===== config.mk =====
export PLATFORM = sky130hd
export DESIGN_NAME = update_unpacker_flat
export DESIGN_NICKNAME = d
export VERILOG_FILES = /design/src/rtl/update_unpacker_pkg.sv /design/src/rtl/update_unpacker_if.sv /design/src/rtl/update_unpacker.sv /design/src/flat_wrapper.sv
export SDC_FILE = /design/constraint.sdc
export NUM_CORES = 1
export LEC_CHECK = 0
export ABC_AREA = 1
export BUFFER_PORTS_ARGS = -buffer_cell sky130_fd_sc_hd__buf_4
export CELL_PAD_IN_SITES_DETAIL_PLACEMENT = 0
export CELL_PAD_IN_SITES_GLOBAL_PLACEMENT = 1
export CORE_AREA = 8 8 324 326
export CTS_BUF_LIST = sky130_fd_sc_hd__clkbuf_4
export DETAILED_ROUTE_END_ITERATION = 6
export DIE_AREA = 0 0 332 334
export GPL_ROUTABILITY_DRIVEN = 0
export PLACE_DENSITY_LB_ADDON = 0.05
export SLEW_MARGIN = 10
export SYNTH_ARGS = -nofsm -noshare
export SYNTH_HDL_FRONTEND = slang
export SYNTH_SLANG_ARGS = --single-unit

===== constraint.sdc =====
create_clock -name clk -period 3.85 [get_ports clk]
set_input_delay 0.5775 -clock clk [delete_from_list [all_inputs] [get_ports clk]]
set_output_delay 0.5775 -clock clk [all_outputs]
set_load 0.02 [all_outputs]

===== src/rtl/update_unpacker_pkg.sv =====
// Shared definitions for the SSSP update-stream reader: line geometry, FSM states
// and the contiguous lane-mask helper.
package update_stream_pkg;

    localparam int ENTRIES_PER_LINE = 8;
    localparam int LANES            = 4;
    localparam int LINE_W           = 512;

    typedef enum logic [2:0] {
        IDLE,
        LOAD,
        EMIT_LO,
        EMIT_HI,
        FIN
    } state_e;

    // Low n bits set; n saturates at LANES.
    function automatic logic [LANES-1:0] lane_mask(input logic [2:0] n);
        logic [LANES-1:0] m;
        case (n)
            3'd0:    m = 4'b0000;
            3'd1:    m = 4'b0001;
            3'd2:    m = 4'b0011;
            3'd3:    m = 4'b0111;
            default: m = 4'b1111;
        endcase
        return m;
    endfunction

endpackage


===== src/rtl/update_unpacker_if.sv =====
// Line-in / lane-out bus of the update unpacker. The slave modport is the
// unpacker itself; the master side is the read DMA plus the apply stage.
interface update_unpacker_if #(
    parameter int ENTRY_W = 64
);
    import update_stream_pkg::*;

    logic [LINE_W-1:0]        word_in;
    logic                     word_in_valid;
    logic                     word_in_ready;
    logic [LANES*ENTRY_W-1:0] lane_out;
    logic [LANES-1:0]         lane_valid;
    logic                     out_ready;
    logic                     last_out;

    modport slave (
        input  word_in,
        input  word_in_valid,
        input  out_ready,
        output word_in_ready,
        output lane_out,
        output lane_valid,
        output last_out
    );

    modport master (
        output word_in,
        output word_in_valid,
        output out_ready,
        input  word_in_ready,
        input  lane_out,
        input  lane_valid,
        input  last_out
    );

endinterface


===== src/rtl/update_unpacker.sv =====
// Unpacks 8-entry update lines into up to 4 entries per beat for the apply lanes,
// trimming the final partial line so exactly entry_count entries are emitted.
//
// state   | meaning
// --------+-----------------------------------------------------------
// IDLE    | waiting for start
// LOAD    | waiting for the next line (word_in_ready=1)
// EMIT_LO | presenting slots 0..3 of the held line
// EMIT_HI | presenting slots 4..7; may accept the next line in parallel
// FIN     | pass complete, done raised, back to IDLE next cycle
module update_unpacker
    import update_stream_pkg::*;
#(
    parameter int COUNT_W = 32,
    parameter int ENTRY_W = 64    // fixed by the line format; only 64 is legal
) (
    input  logic               clk,
    input  logic               rst,
    input  logic               start,
    input  logic [COUNT_W-1:0] entry_count,
    update_unpacker_if.slave   bus,
    output logic               done,
    output logic [COUNT_W-1:0] entries_emitted
);

    localparam int HALF_W = (ENTRIES_PER_LINE / 2) * ENTRY_W;

    state_e             r_state;
    state_e             w_state_next;
    logic [HALF_W-1:0]  r_line_hi;
    logic [HALF_W-1:0]  r_lane_out;
    logic [LANES-1:0]   r_lane_valid;
    logic               r_last;
    logic               r_done;
    logic [COUNT_W-1:0] r_remaining;
    logic [COUNT_W-1:0] r_emitted;

    logic [2:0]         w_beat_n;
    logic [COUNT_W-1:0] w_rem_after;
    logic [COUNT_W-1:0] w_rem_src;
    logic [2:0]         w_src_n;
    logic               w_fire;
    logic               w_load;
    logic               w_ready;

    function automatic logic [2:0] min4(input logic [COUNT_W-1:0] v);
        return (v >= COUNT_W'(4)) ? 3'd4 : v[2:0];
    endfunction

    always_ff @(posedge clk) begin
        if (rst) r_state <= IDLE;
        else     r_state <= w_state_next;
    end

    always_comb begin
        w_state_next = r_state;
        w_ready      = 1'b0;
        w_fire       = 1'b0;
        w_load       = 1'b0;
        w_beat_n     = min4(r_remaining);
        w_rem_after  = r_remaining - COUNT_W'(w_beat_n);
        case (r_state)
            IDLE: begin
                if (start) w_state_next = (entry_count == '0) ? FIN : LOAD;
            end
            LOAD: begin
                w_ready = 1'b1;
                if (bus.word_in_valid) begin
                    w_load       = 1'b1;
                    w_state_next = EMIT_LO;
                end
            end
            EMIT_LO: begin
                if (bus.out_ready) begin
                    w_fire       = 1'b1;
                    w_state_next = (w_rem_after == '0) ? FIN : EMIT_HI;
                end
            end
            EMIT_HI: begin
                // Overlapped fetch keeps one line per two cycles when the DMA keeps up.
                w_ready = bus.out_ready && (w_rem_after != '0);
                if (bus.out_ready) begin
                    w_fire = 1'b1;
                    if (w_rem_after == '0) begin
                        w_state_next = FIN;
                    end else if (bus.word_in_valid) begin
                        w_load       = 1'b1;
                        w_state_next = EMIT_LO;
                    end else begin
                        w_state_next = LOAD;
                    end
                end
            end
            FIN:     w_state_next = IDLE;
            default: w_state_next = IDLE;
        endcase
        w_rem_src = w_fire ? w_rem_after : r_remaining;
        w_src_n   = min4(w_rem_src);
    end

    always_ff @(posedge clk) begin
        if (rst) begin
            r_line_hi    <= '0;
            r_lane_out   <= '0;
            r_lane_valid <= '0;
            r_last       <= 1'b0;
            r_done       <= 1'b0;
            r_remaining  <= '0;
            r_emitted    <= '0;
        end else begin
            if (r_state == IDLE && start) begin
                r_remaining <= entry_count;
                r_emitted   <= '0;
                r_done      <= 1'b0;
            end
            if (w_fire) begin
                r_remaining <= w_rem_after;
                r_emitted   <= r_emitted + COUNT_W'(w_beat_n);
            end
            if (w_state_next == FIN && r_state != FIN) r_done <= 1'b1;

            // Beat registers are loaded one cycle ahead so every lane output is a flop.
            if (w_load) begin
                r_line_hi    <= bus.word_in[LINE_W-1 -: HALF_W];
                r_lane_out   <= bus.word_in[HALF_W-1:0];
                r_lane_valid <= lane_mask(w_src_n);
                r_last       <= (w_rem_src <= COUNT_W'(4));
            end else if (w_fire) begin
                if (w_state_next == EMIT_HI) begin
                    r_lane_out   <= r_line_hi;
                    r_lane_valid <= lane_mask(w_src_n);
                    r_last       <= (w_rem_src <= COUNT_W'(4));
                end else begin
                    r_lane_valid <= '0;
                    r_last       <= 1'b0;
                end
            end
        end
    end

    assign bus.word_in_ready = w_ready;
    assign bus.lane_out      = r_lane_out;
    assign bus.lane_valid    = r_lane_valid;
    assign bus.last_out      = r_last;
    assign done              = r_done;
    assign entries_emitted   = r_emitted;

endmodule


===== src/flat_wrapper.sv =====
// flat-port wrapper written by rule: the top's interface ports become plain ports
module update_unpacker_flat import update_stream_pkg::*;
#(
    parameter int COUNT_W = 32,
    parameter int ENTRY_W = 64                                                 
)
  (clk, rst, start, entry_count, done, entries_emitted, bus_word_in, bus_word_in_valid, bus_out_ready, bus_word_in_ready, bus_lane_out, bus_lane_valid, bus_last_out);
  update_unpacker_if #(.ENTRY_W(ENTRY_W)) bus_i ();
  input  logic clk;
  input  logic rst;
  input  logic start;
  input  logic [COUNT_W-1:0] entry_count;
  output logic done;
  output logic [COUNT_W-1:0] entries_emitted;
  input wire logic [$bits(bus_i.word_in)-1:0] bus_word_in;
  input wire logic [$bits(bus_i.word_in_valid)-1:0] bus_word_in_valid;
  input wire logic [$bits(bus_i.out_ready)-1:0] bus_out_ready;
  output wire logic [$bits(bus_i.word_in_ready)-1:0] bus_word_in_ready;
  output wire logic [$bits(bus_i.lane_out)-1:0] bus_lane_out;
  output wire logic [$bits(bus_i.lane_valid)-1:0] bus_lane_valid;
  output wire logic [$bits(bus_i.last_out)-1:0] bus_last_out;
  assign bus_i.word_in = bus_word_in;
  assign bus_i.word_in_valid = bus_word_in_valid;
  assign bus_i.out_ready = bus_out_ready;
  assign bus_word_in_ready = bus_i.word_in_ready;
  assign bus_lane_out = bus_i.lane_out;
  assign bus_lane_valid = bus_i.lane_valid;
  assign bus_last_out = bus_i.last_out;
  update_unpacker #(.COUNT_W(COUNT_W), .ENTRY_W(ENTRY_W)) u_core (.clk(clk), .rst(rst), .start(start), .entry_count(entry_count), .bus(bus_i), .done(done), .entries_emitted(entries_emitted));
endmodule

==> impl_metrics.toml <==
[status]
status = "finished with violations"
violations = "setup timing"

[placement]
portBuffers = 843
place_inst = 5674
post-place-ws_ps = -0.365
dpl.hpwl_um = 96900
postPlaceCellArea_um2 = 33400

[worst_hold_path]
min_path_type = "input pin to flop"

[power]
ir_worst_vdd_v = 0.000196
leakage_uw = 0.0186
powerDensity_nw_per_um2 = 371
total_power_uw = 15400

[detailed_routing]
antenna_left = 0
vias = 30000
via_per_inst = 4.58
totalWireLength_um = 135000
drt-initial-drc-count = 1416
post-route-drc-count = 0
wl_per_cell_um = 20.6
drt-pass1-iter-count = 5

[global_routing]
grt_pass1_wl_um = 196000
track_usage_pct = 23.0
antenna_found_initial = 34
grt_pass1_vias = 30500
grt.overflow.total = 0
grt_max_degree = 129

[synthesis]
ys_ff_latch = 585
syn_area_um2 = 25000
async_flop_share_pct = 0
synth_edf_count = 0
syn_area_per_cell_um2 = 6.89
ys_warn_count = 0
yosysUniqueCellTypes = 53
synthCells = 3630
synth_ff_type = "dfxtp_1"
synth_fp_nets = 4184
ys_seq_area_share_pct = 46.8

[clock_network]
htree_levels = 4
clk_latency_ps = 1040
cts.clk_slew.worst_paths_ps = 60
cts_buffers = 177
cts_root_buf = "clkbuf_4"
clock_path_buffers = 3
cts_tree = "yes"
clock_sinks = 585

[floorplanning]
num_rows = 116
fp.dieW_um = 332
dieArea_um2 = 111000
core_area_um2 = 99600
ios = 844
start_util_pct = 25.1
die_height_um = 334

[critical_path]
crit_path_end_kind = "output pin"
path_class = "flop to output pin"
arrival_ps = 3470
path_cells = "nor2_4 -> nand2_2 -> nor2_4 -> nand2_4 -> inv_4 -> nand2_4 -> buf_6 -> nand2_4 -> ha_4 -> inv_4 -> nand2_8 -> nand2_8 -> nand4_1 -> nand2_2 -> nor2_1 -> nand2_1 -> nor2_4 -> nand3_4 -> nand3_2 -> nand2_2 -> buf_6"
slowest_delay_ps = 340
path_delay_family = "simple AND/OR/NAND/NOR gates"
crit_buf_inv = 4
start_kind = "flop"
worstPathRequired_ps = 3270
slowest_stage = "dfxtp_2"
worstPathMaxFanout = 7

[sta]
slew_viol_final = 0
fmax_mhz = 247
hold_viol = 0
final.setup.worst_slack_ps = -199
worst_slew_pin_slew_ps = 883
skew_ps = 55.5
min_period_ps = 4050
finalSetupViolations = 1
grt_setup_unrepaired = "yes"
relSlewSlack_pct = 40.6
final.setup.tns_ps = -199
period_share_pct = 105

[cells_and_area]
fill_cells = 10600
drive_above_1_share_pct = 26.8
finalNonFillerCells = 6548
layout_common_cells = "nand2_1 (1420), buf_4 (984), dfxtp_1 (575)"
fin_nets = 5702
area_delta_synth_final_pct = 66.7
final_common_cell = "nand2_1"
postLayoutCellArea_um2 = 41700

[flow_run]
maxCapViolations = 0
synth_stat cells (all sizes together), types with 4 or more instances:
cell     number  area share (%)
nand3b        5            0.15
a211oi        6            0.18
nor2        315             4.9
o21ai       125             2.5
a21oi       441             8.9
nor3         29            0.60
clkbuf      112             1.7
ha            4            0.20
o2111ai       6            0.21
buf         131             2.9
inv          93             1.4
nand4        35            0.88
nand2      1456              22
nand3       203             4.1
dfxtp       585              47
a31oi        28            0.70
a22oi         7            0.21
xor2          5            0.18
nor4         18            0.45
metal layers:
| metal | global-route usage, % | up-vias | share of wire (%) |
|---|---|---|---|
| li1 | - | 14900 | - |
| met1 | 26.9 | 13900 | 41 |
| met2 | 39.4 | 917 | 48 |
| met3 | 6.62 | 252 | 6.3 |
| met4 | 9.38 | 22 | 3.9 |
| met5 | 0 | - | 0.093 |
layout make-up:
cell class / instances / area [um^2] / area share, %
well taps: 1298 / 1620 / 3.90
clock buffers: 230 / 1730 / 4.14
multi-input cells: 2710 / 12300 / 29.4
diodes: 27 / 67.6 / 0.162
inverters: 94 / 375 / 0.900
repair buffers: 1580 / 13800 / 33.1
flip-flops and latches: 585 / 11700 / 28.1
clock inverters: 24 / 111 / 0.267
through the flow:
stage | util (%) | hold WS [ps]
2_1_floorplan | - | 446
3_3_place_gp | 33.5 | 452
3_5_place_dp | 33.5 | 455
4_1_cts | 41.2 | 140
5_1_grt | 41.8 | 227
6_report | 41.9 | 348
worst min-delay path, delay by kind of cell:
family | cells | cell delay (ps)
buffers and inverters | 2 | 620
AO/OA/AOI/OAI | 1 | 100
AND/OR/NAND/NOR | 1 | 50
path summary, 6_finish.rpt:
path	start	to	slack, ps	cells after the start
setup / recovery	u_core.r_remaining[9]	bus_word_in_ready	-200	21
hold / removal	bus_word_in[337]	u_core.r_line_hi[81]	350	4
setup reg to reg	u_core.r_remaining[9]	u_core.entries_emitted[28]	50	29
hold reg to reg	u_core.bus.lane_out[252]	u_core.bus.lane_out[252]	460	2
state kept, by name, indices dropped and copies added (netlist names):
name and count:
u_core.bus.lane_out 256, u_core.r_line_hi 256, u_core.entries_emitted 32, u_core.r_remaining 32
u_core.bus.lane_valid 4, u_core.r_state 3, u_core.bus.last_out 1, u_core.done 1
where the power goes:
group          switching, uW  internal [uW]
logic                   1920           1600
clock network           2780           2700
registers                124           6330
logic make-up (layout without fill, tap and decap cells):
family | count (synthesis) | in the layout | synth area share (%)
XOR/XNOR | 6 | 6 | 0.210
AO/OA/AOI/OAI | 630 | 630 | 13.2
flip-flops | 585 | 585 | 46.8
adder cells (fa/ha/maj) | 5 | 5 | 0.280
other | 1 | 28 | 0.0150
AND/OR/NAND/NOR | 2066 | 2068 | 33.3
buffers and inverters | 337 | 1928 | 6.11
what timing repair did:
item	CTS	global route
endpoints found under the setup margin	10	397
hold buffers	548	0
gates resized for setup	30	110
buffers inserted	21	25
hold endpoints to repair	562	0
cloned	1	3
pin swaps	16	51
(Power assumes the default switching activity.)
